`src/rtl/sram_req_arbiter.sv`:
```
`timescale 1ns/100ps
// Arbitrates instruction-fetch and data requests onto one SRAM-like bus port.
// Data wins in IDLE; a stalled request (bus_addr_ok low) locks the bus to its
// requester until accepted. A small owner FIFO routes in-order responses back
// and drops fetch responses squashed by flush.
module sram_req_arbiter #(
    parameter int unsigned DEPTH = 4
) (
    input  logic        clk,
    input  logic        resetn,

    input  logic        inst_req,
    input  logic [31:0] inst_addr,
    output logic        inst_addr_ok,
    output logic        inst_data_ok,
    output logic [31:0] inst_rdata,

    input  logic        data_req,
    input  logic        data_wr,
    input  logic [3:0]  data_wstrb,
    input  logic [31:0] data_addr,
    input  logic [31:0] data_wdata,
    output logic        data_addr_ok,
    output logic        data_data_ok,
    output logic [31:0] data_rdata,

    input  logic        flush,

    output logic        bus_req,
    output logic        bus_wr,
    output logic [3:0]  bus_wstrb,
    output logic [31:0] bus_addr,
    output logic [31:0] bus_wdata,
    input  logic        bus_addr_ok,
    input  logic        bus_data_ok,
    input  logic [31:0] bus_rdata
);

    localparam int unsigned PTR_W = (DEPTH > 1) ? $clog2(DEPTH) : 1;
    localparam int unsigned CNT_W = PTR_W + 1;

    typedef enum logic [1:0] {
        IDLE   = 2'd0,
        LOCK_I = 2'd1,
        LOCK_D = 2'd2
    } state_t;

    state_t           state;
    logic             flush_seen;

    // Response-owner FIFO: owner 1 = data, 0 = inst; disc marks squashed fetches.
    logic             owner_q [DEPTH];
    logic             disc_q  [DEPTH];
    logic [PTR_W-1:0] wptr;
    logic [PTR_W-1:0] rptr;
    logic [CNT_W-1:0] count;

    logic             full;
    logic             empty;
    logic             grant_i;
    logic             grant_d;
    logic             push;
    logic             push_disc;
    logic             pop;
    logic             head_owner;
    logic             head_disc;

    assign full  = (count == CNT_W'(DEPTH));
    assign empty = (count == '0);

    // Grant selection: data priority in IDLE, sticky owner while locked.
    always_comb begin
        grant_i = 1'b0;
        grant_d = 1'b0;
        if (resetn) begin
            case (state)
                IDLE: begin
                    if (!full) begin
                        if (data_req)      grant_d = 1'b1;
                        else if (inst_req) grant_i = 1'b1;
                    end
                end
                LOCK_I:  grant_i = inst_req;
                LOCK_D:  grant_d = data_req;
                default: ;
            endcase
        end
    end

    assign bus_req   = grant_i | grant_d;
    assign bus_wr    = grant_d & data_wr;
    assign bus_wstrb = grant_d ? data_wstrb : 4'h0;
    assign bus_wdata = grant_d ? data_wdata : 32'h0;
    assign bus_addr  = grant_d ? data_addr : (grant_i ? inst_addr : 32'h0);

    assign inst_addr_ok = grant_i & bus_addr_ok;
    assign data_addr_ok = grant_d & bus_addr_ok;

    assign push      = bus_req & bus_addr_ok;
    assign push_disc = grant_i & (flush | flush_seen);
    assign pop       = bus_data_ok & ~empty;

    assign head_owner = owner_q[rptr];
    // A flush in the pop cycle still squashes the fetch being returned.
    assign head_disc  = disc_q[rptr] | flush;

    assign data_data_ok = pop & head_owner;
    assign inst_data_ok = pop & ~head_owner & ~head_disc;

    assign inst_rdata = bus_rdata;
    assign data_rdata = bus_rdata;

    // Lock FSM plus the flush-while-locked-on-inst flag.
    always_ff @(posedge clk or negedge resetn) begin
        if (!resetn) begin
            state      <= IDLE;
            flush_seen <= 1'b0;
        end else begin
            case (state)
                IDLE: begin
                    flush_seen <= 1'b0;
                    if (bus_req && !bus_addr_ok) begin
                        state <= grant_d ? LOCK_D : LOCK_I;
                    end
                end
                LOCK_I: begin
                    if (bus_addr_ok) begin
                        state      <= IDLE;
                        flush_seen <= 1'b0;
                    end else if (flush) begin
                        flush_seen <= 1'b1;
                    end
                end
                LOCK_D: begin
                    if (bus_addr_ok) begin
                        state <= IDLE;
                    end
                end
                default: begin
                    state      <= IDLE;
                    flush_seen <= 1'b0;
                end
            endcase
        end
    end

    // Owner FIFO storage, pointers and occupancy.
    always_ff @(posedge clk or negedge resetn) begin
        if (!resetn) begin
            for (int i = 0; i < int'(DEPTH); i++) begin
                owner_q[i] <= 1'b0;
                disc_q[i]  <= 1'b0;
            end
            wptr  <= '0;
            rptr  <= '0;
            count <= '0;
        end else begin
            for (int i = 0; i < int'(DEPTH); i++) begin
                if (push && (wptr == PTR_W'(i))) begin
                    owner_q[i] <= grant_d;
                    disc_q[i]  <= push_disc;
                end else if (flush && !owner_q[i]) begin
                    disc_q[i] <= 1'b1;
                end
            end
            if (push) wptr <= wptr + PTR_W'(1);
            if (pop)  rptr <= rptr + PTR_W'(1);
            count <= count + CNT_W'(push) - CNT_W'(pop);
        end
    end

endmodule
```
`config.mk`:
```
export PLATFORM = sky130hd
export DESIGN_NAME = sram_req_arbiter
export DESIGN_NICKNAME = d
export VERILOG_FILES = /design/src/rtl/sram_req_arbiter.sv
export SDC_FILE = /design/constraint.sdc
export NUM_CORES = 1
export LEC_CHECK = 0
export ABC_CLOCK_PERIOD_IN_PS = 3550
export BUFFER_PORTS_ARGS = -buffer_cell sky130_fd_sc_hd__buf_2
export CORE_AREA = 2 2 106 108
export DETAILED_ROUTE_END_ITERATION = 8
export DIE_AREA = 0 0 108 110
export GPL_TIMING_DRIVEN = 0
export SLEW_MARGIN = 40
export SYNTH_ARGS = -nofsm -noshare
export SYNTH_HDL_FRONTEND = slang
export SYNTH_SLANG_ARGS = --single-unit
```
`constraint.sdc`:
```
create_clock -name clk -period 3.55 [get_ports clk]
set_input_delay 0.5325 -clock clk [delete_from_list [all_inputs] [get_ports clk]]
set_output_delay 0.5325 -clock clk [all_outputs]
set_load 0.03 [all_outputs]
```
# Word level (Yosys, flattened, before mapping)
# Cells that the tools add are included.
dict set report classes {
  order_cmp 1
  n_reduce_logical 24
  addsub 4
  eq_ne 9
  n_mux 34
  bitwise_logic 17
}
# cell n
set ops {}
lappend ops {{$mux W32} 3}
lappend ops {{$mux W1} 21}
lappend ops {{$and A1 B1 Y1} 9}
lappend ops {{$logic_and A1 B1 Y1} 9}
lappend ops {{$reduce_bool A2 Y1} 4}
lappend ops {{$eq A2 B2 Y1 const B} 3}
lappend ops {{$mux W2} 3}
lappend ops {{$pmux W1 S2} 3}
lappend ops {{$logic_not A1 Y1} 5}
lappend ops {{$add A2 B1 Y2 const B} 2}
lappend ops {{$bmux W1 S2} 2}
lappend ops {{$eq A2 B1 Y1 const B} 2}
lappend ops {{$logic_not A2 Y1} 2}
lappend ops {{$mux W4} 1}
lappend ops {{$not A1 Y1} 4}
lappend ops {{$pmux W2 S2} 1}
lappend ops {{$reduce_and A2 Y1} 2}
lappend ops {{$add A3 B1 Y3} 1}
lappend ops {{$eq A3 B3 Y1 const B} 1}
lappend ops {{$ge A3 B3 Y1 const B} 1}
lappend ops {{$logic_not A3 Y1} 1}
lappend ops {{$ne A3 B3 Y1 const B} 1}
lappend ops {{$not A2 Y3} 1}
lappend ops {{$or A1 B1 Y1} 3}
lappend ops {{other kinds (4)} 4}
dict set report word_totals {
  in_bits 140
  word_cells 102
  output_inout_bits 138
  register_bits 18
}

# Depth between registers and ports, before layout
# Gate-level depths: netlist of run 1.
dict set report logic_depth {
  ltp_word 9
  depth_mapped 12
  depth_no_buf 12
}

# Least setup slack after synthesis of run 1
# OpenSTA, ideal clock, no wires.
dict set report synth_path {
  path_kind {reg-to-reg}
  from {register state[1]}
  to {register count[2]}
  t_arrival_ns 2.714
  stages_incl_launch_ff 13
  synth_period_minus_slack_ns 2.844
  path_buffers 0
  slack_ns 0.706
  setup_ns 0.130
  t_required_ns 3.420
  path_cell_list {dfrtp_1 inv_1 ha_1 nor2_1 nor4_4 nor2_2 ha_1 inv_1 ha_1 inv_1 fa_1 xnor2_1 xnor2_1}
}
dict set report synth_via {
  elab_chain_len 7
  word_cells_on_any_way 11
  classes_between {2 x add/sub; 2 x eq/ne; 4 x mux; 2 x bitwise; 1 x reduce/logical}
}
# element line
set synth_lines {}
lappend synth_lines {{from (decl)} 48} ;# state_t state;
lappend synth_lines {{from (signal assigned)} 123} ;# state <= grant_d ? LOCK_D : LOCK_I;
lappend synth_lines {{$eq A2 B1 Y1, or another cell as far along} 76} ;# case (state)
lappend synth_lines {{$pmux W1 S2} 76}
lappend synth_lines {{$mux W1} 75} ;# if (resetn) begin
lappend synth_lines {{$or A1 B1 Y1 *} 90} ;# assign bus_req = grant_i | grant_d;
lappend synth_lines {{$and A1 B1 Y1 *} 99} ;# assign push = bus_req & bus_addr_ok;
lappend synth_lines {{$add A3 B1 Y3 *} 168} ;# count <= count + CNT_W'(push) - CNT_W'(pop);
lappend synth_lines {{$sub A3 B1 Y3 *} 168}
lappend synth_lines {{to (signal assigned)} 168}
lappend synth_lines {{to (decl)} 56} ;# logic [CNT_W-1:0] count;
# Mark *: on every way between the ends. The rest lies on a longest branch, timed or not.
# A chain may end at the register's enable or synchronous reset.

# Worst setup path after layout of run 1
dict set report layout_path {
  from {register state[0]}
  to {output port bus_addr[1]}
}
dict set report layout_via {
  elab_chain_len 5
  word_cells_on_any_way 9
  classes_between {2 x eq/ne; 6 x mux; 1 x reduce/logical}
}
# element line
set layout_lines {}
lappend layout_lines {{$eq A2 B1 Y1 or $logic_not A2 Y1 (tied branches)} 76}
lappend layout_lines {{$pmux W1 S2} 76}
lappend layout_lines {{$mux W1} 75}
lappend layout_lines {{$mux W32} 94} ;# assign bus_addr = grant_d ? data_addr : (grant_i ? inst_addr : 32'h0);
lappend layout_lines {{$mux W32 *} 94}
lappend layout_lines {{to (decl)} 32} ;# output logic [31:0] bus_addr,
# Marks and branches as above.

==> results_dict.tcl, run 1 <==
set metrics [dict create \
    status "finished clean" \
    synth_area_leaders "buf_4 (22%), dfrtp_1 (20%), a22o_2 (13%)" \
    crit_path_end_kind "primary output" \
    h-tree-depth 1 \
    die_h_um 110 \
    die_area_um2 11900 \
    power_mw 1.86 \
    cp_max_fo 10 \
    start_kind "flip-flop" \
    crit_buf_inv 3 \
    rows 38 \
    final.setup.tns_ns 0 \
    hp-class "input port to asynchronous set/reset pin" \
    cts_tree "built" \
    post_cts_resized 0 \
    synth_compound_area_share_pct 21.5 \
    cpMaxStageDelayCell "nor3_2" \
    arrival_ns 2.63 \
    clock_latency_ns 0.25 \
    drt-pass1-iter-count 6 \
    io_buffers 245 \
    layout_common_cells "buf_2 (245), buf_4 (64), and2_1 (38)" \
    synthCells 245 \
    post-route-min-period_ns 3.16 \
    hold_violations 0 \
    ys_ff_latch 18 \
    synth_top_area_share_pct 21.5 \
    die_w_um 108 \
    max-cap-violations 0 \
    area_growth_pct 65.4 \
    synth_top_cell_by_area "buf_4" \
    grt_pass1_wl_mm 12.2 \
    syn_avg_cell_area_um2 9.11 \
    num_vias 2623 \
    post-cts-setup-buffer-count 0 \
    dp.final_hpwl_mm 8.04 \
    crit_chain "inv_1 > ha_1 > o21ai_1 > nor3_2 > clkbuf_1 > a22o_2 > buf_2" \
    first_global_vias 2382 \
    post-route-period-util_pct 89.0 \
    clkTransAtPathRegs_ns 0.07 \
    n_fill_cell 1122 \
    syn-num-nets 395 \
    power.density_nw_per_um2 503 \
    drv_slew 0 \
    fmax_mhz 316 \
    peakVddDrop_mv 0.342 \
    synth-async-reset-ratio_pct 100 \
    pin_count 278 \
    rsz0062_at_grt "false" \
    synth_ff_type "dfrtp_1" \
    maxSlewHeadroom_pct 55.6 \
    synth-edff-count 0 \
    drc 0 \
    synthAdderAreaFrac_pct 5.95 \
    synthSimpleGateAreaFrac_pct 18.8 \
    yosysWarnings 0 \
    syn_area_um2 2230 \
    grt_use_total_pct 13.0 \
    synth-xor-area-share_pct 1.96 \
    cpPeakStageDelay_ns 0.55 \
    drtIter0Drc 96 \
    tightest_slew_ns 0.662 \
    antenna_found_initial 1 \
    crit_required_ns 3.02 \
    synth_top_family_by_area "buffers and inverters" \
    hold_buffers 0 \
    cts_root_buf "clkbuf_8" \
    final_common_cell "buf_2" \
    routed_wl_mm 9.04 \
    grt_remaining_overflow 0 \
    clockBufferDepth 2 \
    wl_per_cell_um 14.2 \
    place_congestion 0.796 \
    p_leak_nw 2.20 \
    start_util_pct 20.9 \
    vias_per_cell 4.13 \
    ant_nets 0 \
    grt_max_degree 22 \
    skew_ns 0.00386 \
    drive_gt1_share_pct 72.3 \
    synth_cell_types 37 \
    final-setup-viol-count 0 \
    path_class "flip-flop to primary output" \
    cts_buffers 3 \
    critical_path.top_delay_family "buffers and inverters" \
    core_um2 10700 \
    ys_seq_area_share_pct 20.2 \
    cts_sinks 18 \
    muxShareOfSynthArea_pct 4.32 \
    fin_nets 645 \
]
## cells by family (layout without fill, tap and decap cells)
group,count (synthesis),in the layout
buffers and inverters,89,338
AO/OA/AOI/OAI,59,59
AND/OR/NAND/NOR,57,57
flip-flops,18,18
adder cells (fa/ha/maj),10,10
multiplexers,7,7
XOR/XNOR,5,5
other,0,1
## power breakdown
group          switching (mW)  internal [mW]
clock network          0.0655         0.0983
logic                   0.767          0.526
registers              0.0946          0.304
total                   0.927          0.928
## metrics by stage
step                std cells  cell area, um2  utilization, %  worst slack (ns)  hold slack (ns)
global route              634            3690            34.5             0.164            0.256
finish                    635            3690            34.5             0.390            0.229
CTS                       634            3690            34.5             0.285            0.237
detailed placement        630            3630            34.0             0.285            0.501
global placement          630            3630            34.0             0.329            0.483
floorplan                 245            2230               -             0.706            0.237
## registers in the layout (all words and copies together), names as in the netlist
signal      count
count           3
wptr            2
owner_q         4
state           2
disc_q          4
flush_seen      1
rptr            2
## per-layer routing
metal / wire length, um / global-route usage [%] / vias to the layer above
li1: - / - / 1276
met1: 3420 / 15.7 / 1235
met2: 4760 / 23.5 / 106
met3: 762 / 2.59 / 6
met4: 98 / 3.21 / 0
met5: 0 / 0 / -
## path summary, 6_finish.rpt
kind / startpoint / end / slack (ns) / cells after the start
min in group clk: flush_seen / flush_seen / 0.51 / 2
hold / removal: resetn / count[2] / 0.23 / 1
hold reg to reg: flush_seen / flush_seen / 0.51 / 2
max in group asynchronous: resetn / owner_q[2] / 3.00 / 1
setup / recovery: state[0] / bus_addr[1] / 0.39 / 7
setup reg to reg: state[1] / count[2] / 0.66 / 12
## cell usage after synthesis, types with 3 or more instances
library cell / number
clkbuf_1: 7
xnor2_1: 5
ha_1: 9
buf_4: 64
mux2i_1: 4
a21o_1: 4
inv_1: 15
a22o_2: 29
a22o_1: 3
nand2_1: 3
nor2_1: 3
and2_1: 38
dfrtp_1: 18
o21ai_0: 5
a21oi_1: 11
buf_8: 3
## final cells by class
type,instances,area (um2),share of cell area [%]
plain buffers,74,552,15.0
flip-flops and latches,18,450,12.2
repair buffers,245,1230,33.2
well taps,140,175,4.75
multi-input cells,138,1170,31.8
clock buffers,4,55.1,1.49
inverters,15,56.3,1.53
diodes,1,2.50,0.0678
No activity file was read; power rests on OpenSTA's default activity.
==> inputs of run 2 (changes only) <==
--- a/config.mk
+++ b/config.mk
@@ -5,12 +5,13 @@
 export SDC_FILE = /design/constraint.sdc
 export NUM_CORES = 1
 export LEC_CHECK = 0
-export ABC_CLOCK_PERIOD_IN_PS = 3550
+export ABC_CLOCK_PERIOD_IN_PS = 2730
 export BUFFER_PORTS_ARGS = -buffer_cell sky130_fd_sc_hd__buf_2
 export CORE_AREA = 2 2 106 108
 export DETAILED_ROUTE_END_ITERATION = 8
 export DIE_AREA = 0 0 108 110
 export GPL_TIMING_DRIVEN = 0
+export HOLD_SLACK_MARGIN = 0.05
 export SLEW_MARGIN = 40
 export SYNTH_ARGS = -nofsm -noshare
 export SYNTH_HDL_FRONTEND = slang
==> constraint.sdc (replaced) <==
create_clock -name clk -period 2.73 [get_ports clk]
set_input_delay 0.4095 -clock clk [delete_from_list [all_inputs] [get_ports clk]]
set_output_delay 0.4095 -clock clk [all_outputs]
set_load 0.03 [all_outputs]
==> run 2 against run 1 <==
  * Utilization rose by 2.2 points
  * Cell count rose by 1.4%
  * Clock skew fell by 0.00079 ns
  * Critical path depth rose by 1
  * Wire length fell by 7.9%
  * Flip-flop and latch count did not move
  * Sequential share of layout area fell by 0.71 points
  * Clock power rose by 35%
  * Register-to-register slack got worse by 0.46 ns
  * Sequential power rose by 34%
  * Largest power group unchanged
==> results_dict.tcl, run 2 (synthesis results as in run 1) <==
set metrics [dict create \
    critical_path.top_delay_family "simple AND/OR/NAND/NOR gates" \
    seq_power_share_pct 20.5 \
    drv_slew 0 \
    fmax_mhz 374 \
    post-route-period-util_pct 97.9 \
    vias_per_cell 4.09 \
    final_area_um2 3930 \
    place_congestion 0.750 \
    crit_required_ns 2.32 \
    max-cap-violations 0 \
    clockBufferDepth 2 \
    start_kind "flip-flop" \
    drtIter0Drc 98 \
    grt_pass1_wl_mm 11.0 \
    clkTransAtPathRegs_ns 0.07 \
    n_fill_cell 1102 \
    io_buffers 245 \
    p_switching_mw 1.26 \
    cts_sinks 18 \
    pin_count 278 \
    final.setup.tns_ns 0 \
    finalNonFillerCells 644 \
    num_vias 2635 \
    first_global_vias 2289 \
    reg_top3 "disc_q: 4 flops, owner_q: 4 flops, count: 3 flops" \
    drc 0 \
    cpMaxStageDelayCell "or4_4" \
    final_common_cell "buf_2" \
    grt_remaining_overflow 0 \
    setup_ws_ns 0.0581 \
    grt.busiest_layer "met2" \
    fin_nets 655 \
    cts_buffers 3 \
    sw_frac_of_total_pct 48.3 \
    peakVddDrop_mv 0.271 \
    layout_common_cells "buf_2 (214), buf_4 (105), and2_1 (38)" \
    dp.final_hpwl_mm 7.10 \
    pwr-share-comb_pct 71.0 \
    area_growth_pct 76.2 \
    die_h_um 110 \
    cts_root_buf "clkbuf_8" \
    core_um2 10700 \
    drive_gt1_share_pct 76.0 \
    power.density_nw_per_um2 661 \
    path_class "flip-flop to primary output" \
    gr-usage-met3_pct 1.76 \
    crit_path_end_kind "primary output" \
    h-tree-depth 1 \
    crit_chain "inv_2 > ha_4 > nor2b_1 > or4_4 > nor2_8 > buf_8 > a22o_2 > buf_2" \
    wl_per_cell_um 12.9 \
    ant_nets 0 \
    antenna_found_initial 0 \
    rsz0062_at_grt "true" \
    met2_usage_pct 23.2 \
    post-route-min-period_ns 2.67 \
    status "finished clean" \
    postPlaceCellArea_um2 3680 \
    hold_buffers 0 \
    die_w_um 108 \
    place_inst 630 \
    clock_latency_ns 0.25 \
    cts_tree "built" \
    grt_use_total_pct 11.6 \
    maxSlewHeadroom_pct 69.1 \
    final-setup-viol-count 0 \
    p_leak_nw 2.28 \
    power_mw 2.60 \
    crit_buf_inv 3 \
    start_util_pct 20.9 \
    tightest_slew_ns 0.464 \
    drt-pass1-iter-count 4 \
    cpPeakStageDelay_ns 0.57 \
    hp-class "input port to asynchronous set/reset pin" \
    arrival_ns 2.26 \
    routed_wl_mm 8.33 \
    skew_ns 0.00307 \
    rows 38 \
    grt_max_degree 22 \
    hold_violations 0 \
    use_met1_pct 13.4 \
    die_area_um2 11900 \
    p_int_mw 1.34 \
    p_clk_share_pct 8.5 \
    cp_max_fo 10 \
    dp_slack_ns -0.245 \
    antenna_cells 0 \
]
run 2: cell types whose count changed in the layout (fill, tap and decap cells not counted), sizes merged:
cell,delta
diode,-1
buf,+11
clkbuf,-1
run 2: worst reg2reg max path, delay by kind of cell, from the launching register on:
family | cells | cell delay [ns]
buf+inv | 3 | 0.26
flops | 1 | 0.40
xor+xnor | 2 | 0.28
fa+ha+maj | 4 | 0.88
simple gates | 3 | 0.60
run 2: per-stage QoR:
| stage | utilization, % | hold slack [ns] |
|---|---|---|
| after floorplan | - | 0.114 |
| after global placement | 34.4 | 0.389 |
| after detailed placement | 34.4 | 0.387 |
| after CTS | 35.6 | 0.110 |
| after global routing | 36.7 | 0.128 |
| final | 36.7 | 0.0969 |
run 2: layout make-up:
class                   count  area, um2  area share, %
repair buffers            257       1400           35.6
multi-input cells         138       1240           31.6
plain buffers              72        551           14.0
flip-flops and latches     18        452           11.5
well taps                 140        175           4.46
inverters                  15       56.3           1.43
clock buffers               4       55.1           1.40
run 2: routing by layer:
layer / vias to the layer above / part of all wire, %
met5: - / 0
met4: 0 / 0.55
met3: 4 / 8.6
met2: 143 / 56
met1: 1193 / 35
li1: 1295 / -
run 2: power groups by stage:
stage | sequential, mW | clock (mW) | combinational [mW]
CTS | 0.526 | 0.226 | 1.78
global route | 0.558 | 0.238 | 2.00
global placement | 0.525 | 0 | 1.71
finish | 0.533 | 0.221 | 1.84
floorplan | 0.500 | 0 | 1.32
detailed placement | 0.530 | 0 | 1.73
run 2: path summary, 6_finish.rpt:
| kind | start | to | slack [ns] | cells after the start |
|---|---|---|---|---|
| worst max-delay path | state[1] | bus_addr[27] | 0.06 | 8 |
| worst min-delay path | resetn | disc_q[2] | 0.1 | 1 |
| worst max register to register | state[0] | count[2] | 0.20 | 12 |
| worst min register to register | flush_seen | flush_seen | 0.51 | 2 |
| max in group asynchronous | resetn | state[1] | 2.29 | 1 |
| min in group clk | bus_addr_ok | state[1] | 0.43 | 2 |
run 2: repair_timing:
action,CTS,global route
endpoints found under the setup margin,71,72
hold endpoints to repair,0,0
setup buffers,7,5
gates resized for setup,7,63
pin swaps,4,5
==> inputs of run 3 (changes only) <==
--- a/config.mk
+++ b/config.mk
@@ -6,7 +6,7 @@
 export NUM_CORES = 1
 export LEC_CHECK = 0
 export ABC_CLOCK_PERIOD_IN_PS = 2730
-export BUFFER_PORTS_ARGS = -buffer_cell sky130_fd_sc_hd__buf_2
+export BUFFER_PORTS_ARGS = -buffer_cell sky130_fd_sc_hd__buf_4
 export CORE_AREA = 2 2 106 108
 export DETAILED_ROUTE_END_ITERATION = 8
 export DIE_AREA = 0 0 108 110
==> run 3 against run 2 <==
  * Via count up 2.1%
  * Total power up 8.7%
  * Global-route usage rose by 1.3 points
  * First-iteration DRC count rose by 10%
  * Setup slack gained 0.011 ns
  * Cell count rose by 0.93%
  * Critical path type unchanged
  * Largest power group unchanged
  * Highest routed layer unchanged
==> results_dict.tcl, run 3 (synthesis results as in run 1) <==
set metrics [dict create \
    multi_input_area_um2 1240 \
    clkTransAtPathRegs_ns 0.07 \
    crit_required_ns 2.32 \
    fmax_mhz 376 \
    skew_ns 0.00285 \
    final.setup.tns_ns 0 \
    post-route-min-period_ns 2.66 \
    maxSlewHeadroom_pct 72.6 \
    hold_violations 0 \
    postPlaceCellArea_um2 4300 \
    rows 38 \
    pwr-share-comb_pct 73.2 \
    grt_remaining_overflow 0 \
    p_clk_share_pct 7.9 \
    drv_slew 0 \
    peakVddDrop_mv 0.257 \
    setup_ws_ns 0.0689 \
    ant_nets 0 \
    sw_frac_of_total_pct 46.0 \
    cts_sinks 18 \
    antenna_cells 0 \
    timing.rr.start "state[1]" \
    dp.final_hpwl_mm 7.79 \
    layout_common_cells "buf_4 (311), and2_1 (38), a22o_2 (29)" \
    drive_gt1_share_pct 76.3 \
    power_mw 2.83 \
    path_class "flip-flop to primary output" \
    seq_power_share_pct 18.8 \
    power.density_nw_per_um2 617 \
    clock_latency_ns 0.26 \
    num_vias 2690 \
    arrival_ns 2.25 \
    h-tree-depth 1 \
    p_leak_nw 2.48 \
    start_util_pct 20.9 \
    grt_pass1_wl_mm 12.3 \
    final_area_um2 4580 \
    final-setup-viol-count 0 \
    post-route-period-util_pct 97.5 \
    finalNonFillerCells 650 \
    cp_max_fo 10 \
    status "finished clean" \
    r2r_cells 13 \
    tightest_slew_ns 0.408 \
    grt_use_total_pct 12.9 \
    cts_root_buf "clkbuf_8" \
    drt-pass1-iter-count 4 \
    p_int_mw 1.53 \
    wl_per_cell_um 14.2 \
    clockBufferDepth 2 \
    antenna_found_initial 0 \
    area_growth_pct 105 \
    p_switching_mw 1.30 \
    cts_buffers 3 \
    pin_count 278 \
    grt_max_degree 19 \
    reg_top3 "disc_q: 4 flops, owner_q: 4 flops, count: 3 flops" \
    io_buffers 245 \
    hp-class "input port to asynchronous set/reset pin" \
    cpPeakStageDelay_ns 0.59 \
    start_kind "flip-flop" \
    drc 0 \
    final_util_pct 42.8 \
    cts_tree "built" \
    cpMaxStageDelayCell "or4_4" \
    final_common_cell "buf_4" \
    die_area_um2 11900 \
    crit_path_end_kind "primary output" \
    drtIter0Drc 108 \
    core_um2 10700 \
    dp_slack_ns -0.0575 \
    place_inst 630 \
    max-cap-violations 0 \
    first_global_vias 2473 \
    place_congestion 0.740 \
    finalHoldWorstSlack_ns 0.202 \
    n_fill_cell 1069 \
    r2r-end "count[2]" \
    crit_chain "inv_4 > ha_4 > nor2b_1 > or4_4 > nor2_8 > buf_8 > a22o_2 > buf_4" \
    die_w_um 108 \
    vias_per_cell 4.14 \
    reg2reg_slack_ns 0.19 \
    routed_wl_mm 9.25 \
    seqCellArea_um2 452 \
    die_h_um 110 \
    fin_nets 661 \
]
==> run 3: cell types whose count changed in the layout (fill, tap and decap cells not counted), moves of 2 or more <==
cell and change:
buf_2 -212, buf_4 +206, buf_6 +14, clkbuf_2 -4, clkbuf_1 +2
==> run 3: how the worst max path moves through the flow <==
stage / depth (start not counted) / startpoint / end
2_1_floorplan: 12 / state[0] / count[2]
3_3_place_gp: 11 / resetn / count[2]
3_5_place_dp: 11 / resetn / count[2]
4_1_cts: 12 / state[0] / count[2]
5_1_grt: 8 / state[1] / bus_addr[15]
6_report: 8 / state[1] / bus_addr[15]
==> run 3: critical path, delay by kind of cell (launching register included) <==
kind / cells / cell delay (ns)
buffers and inverters: 3 / 0.39
DFF: 1 / 0.43
adders and majority gates: 1 / 0.15
AOI/OAI and AO/OA: 1 / 0.13
and+or+nand+nor: 3 / 0.88
==> run 3: what timing repair did <==
item	in CTS	in global routing
resized for setup	5	33
pin swaps	3	10
endpoints found under the setup margin	71	70
gates cloned	0	1
buffers inserted	2	12
endpoints found under the hold margin	18	0
hold buffers	1	0
==> run 3: cell type report <==
type	count	share of cell area, %
buffer	74	12.3
clock buffer	4	1.20
inverter	15	1.28
multi-input combinational	138	27.2
sequential	18	9.86
tap	140	3.82
timing repair buffer	261	44.3
==> run 3: metal layers <==
layer | global-route usage [%] | routed length, um | vias to the layer above | part of all wire [%]
met5 | 0 | 0 | - | 0
li1 | - | - | 1306 | -
met1 | 14.0 | 3070 | 1223 | 33
met4 | 2.75 | 80 | 0 | 0.86
met3 | 2.18 | 811 | 7 | 8.8
met2 | 26.2 | 5290 | 154 | 57
==> run 3: power by group through the flow <==
stage	sequential (mW)	clock (mW)	combinational (mW)
6_report	0.532	0.224	2.07
5_1_grt	0.555	0.244	2.23
4_1_cts	0.528	0.229	1.95
3_5_place_dp	0.532	0	1.93
3_3_place_gp	0.526	0	1.90
2_1_floorplan	0.500	0	1.32
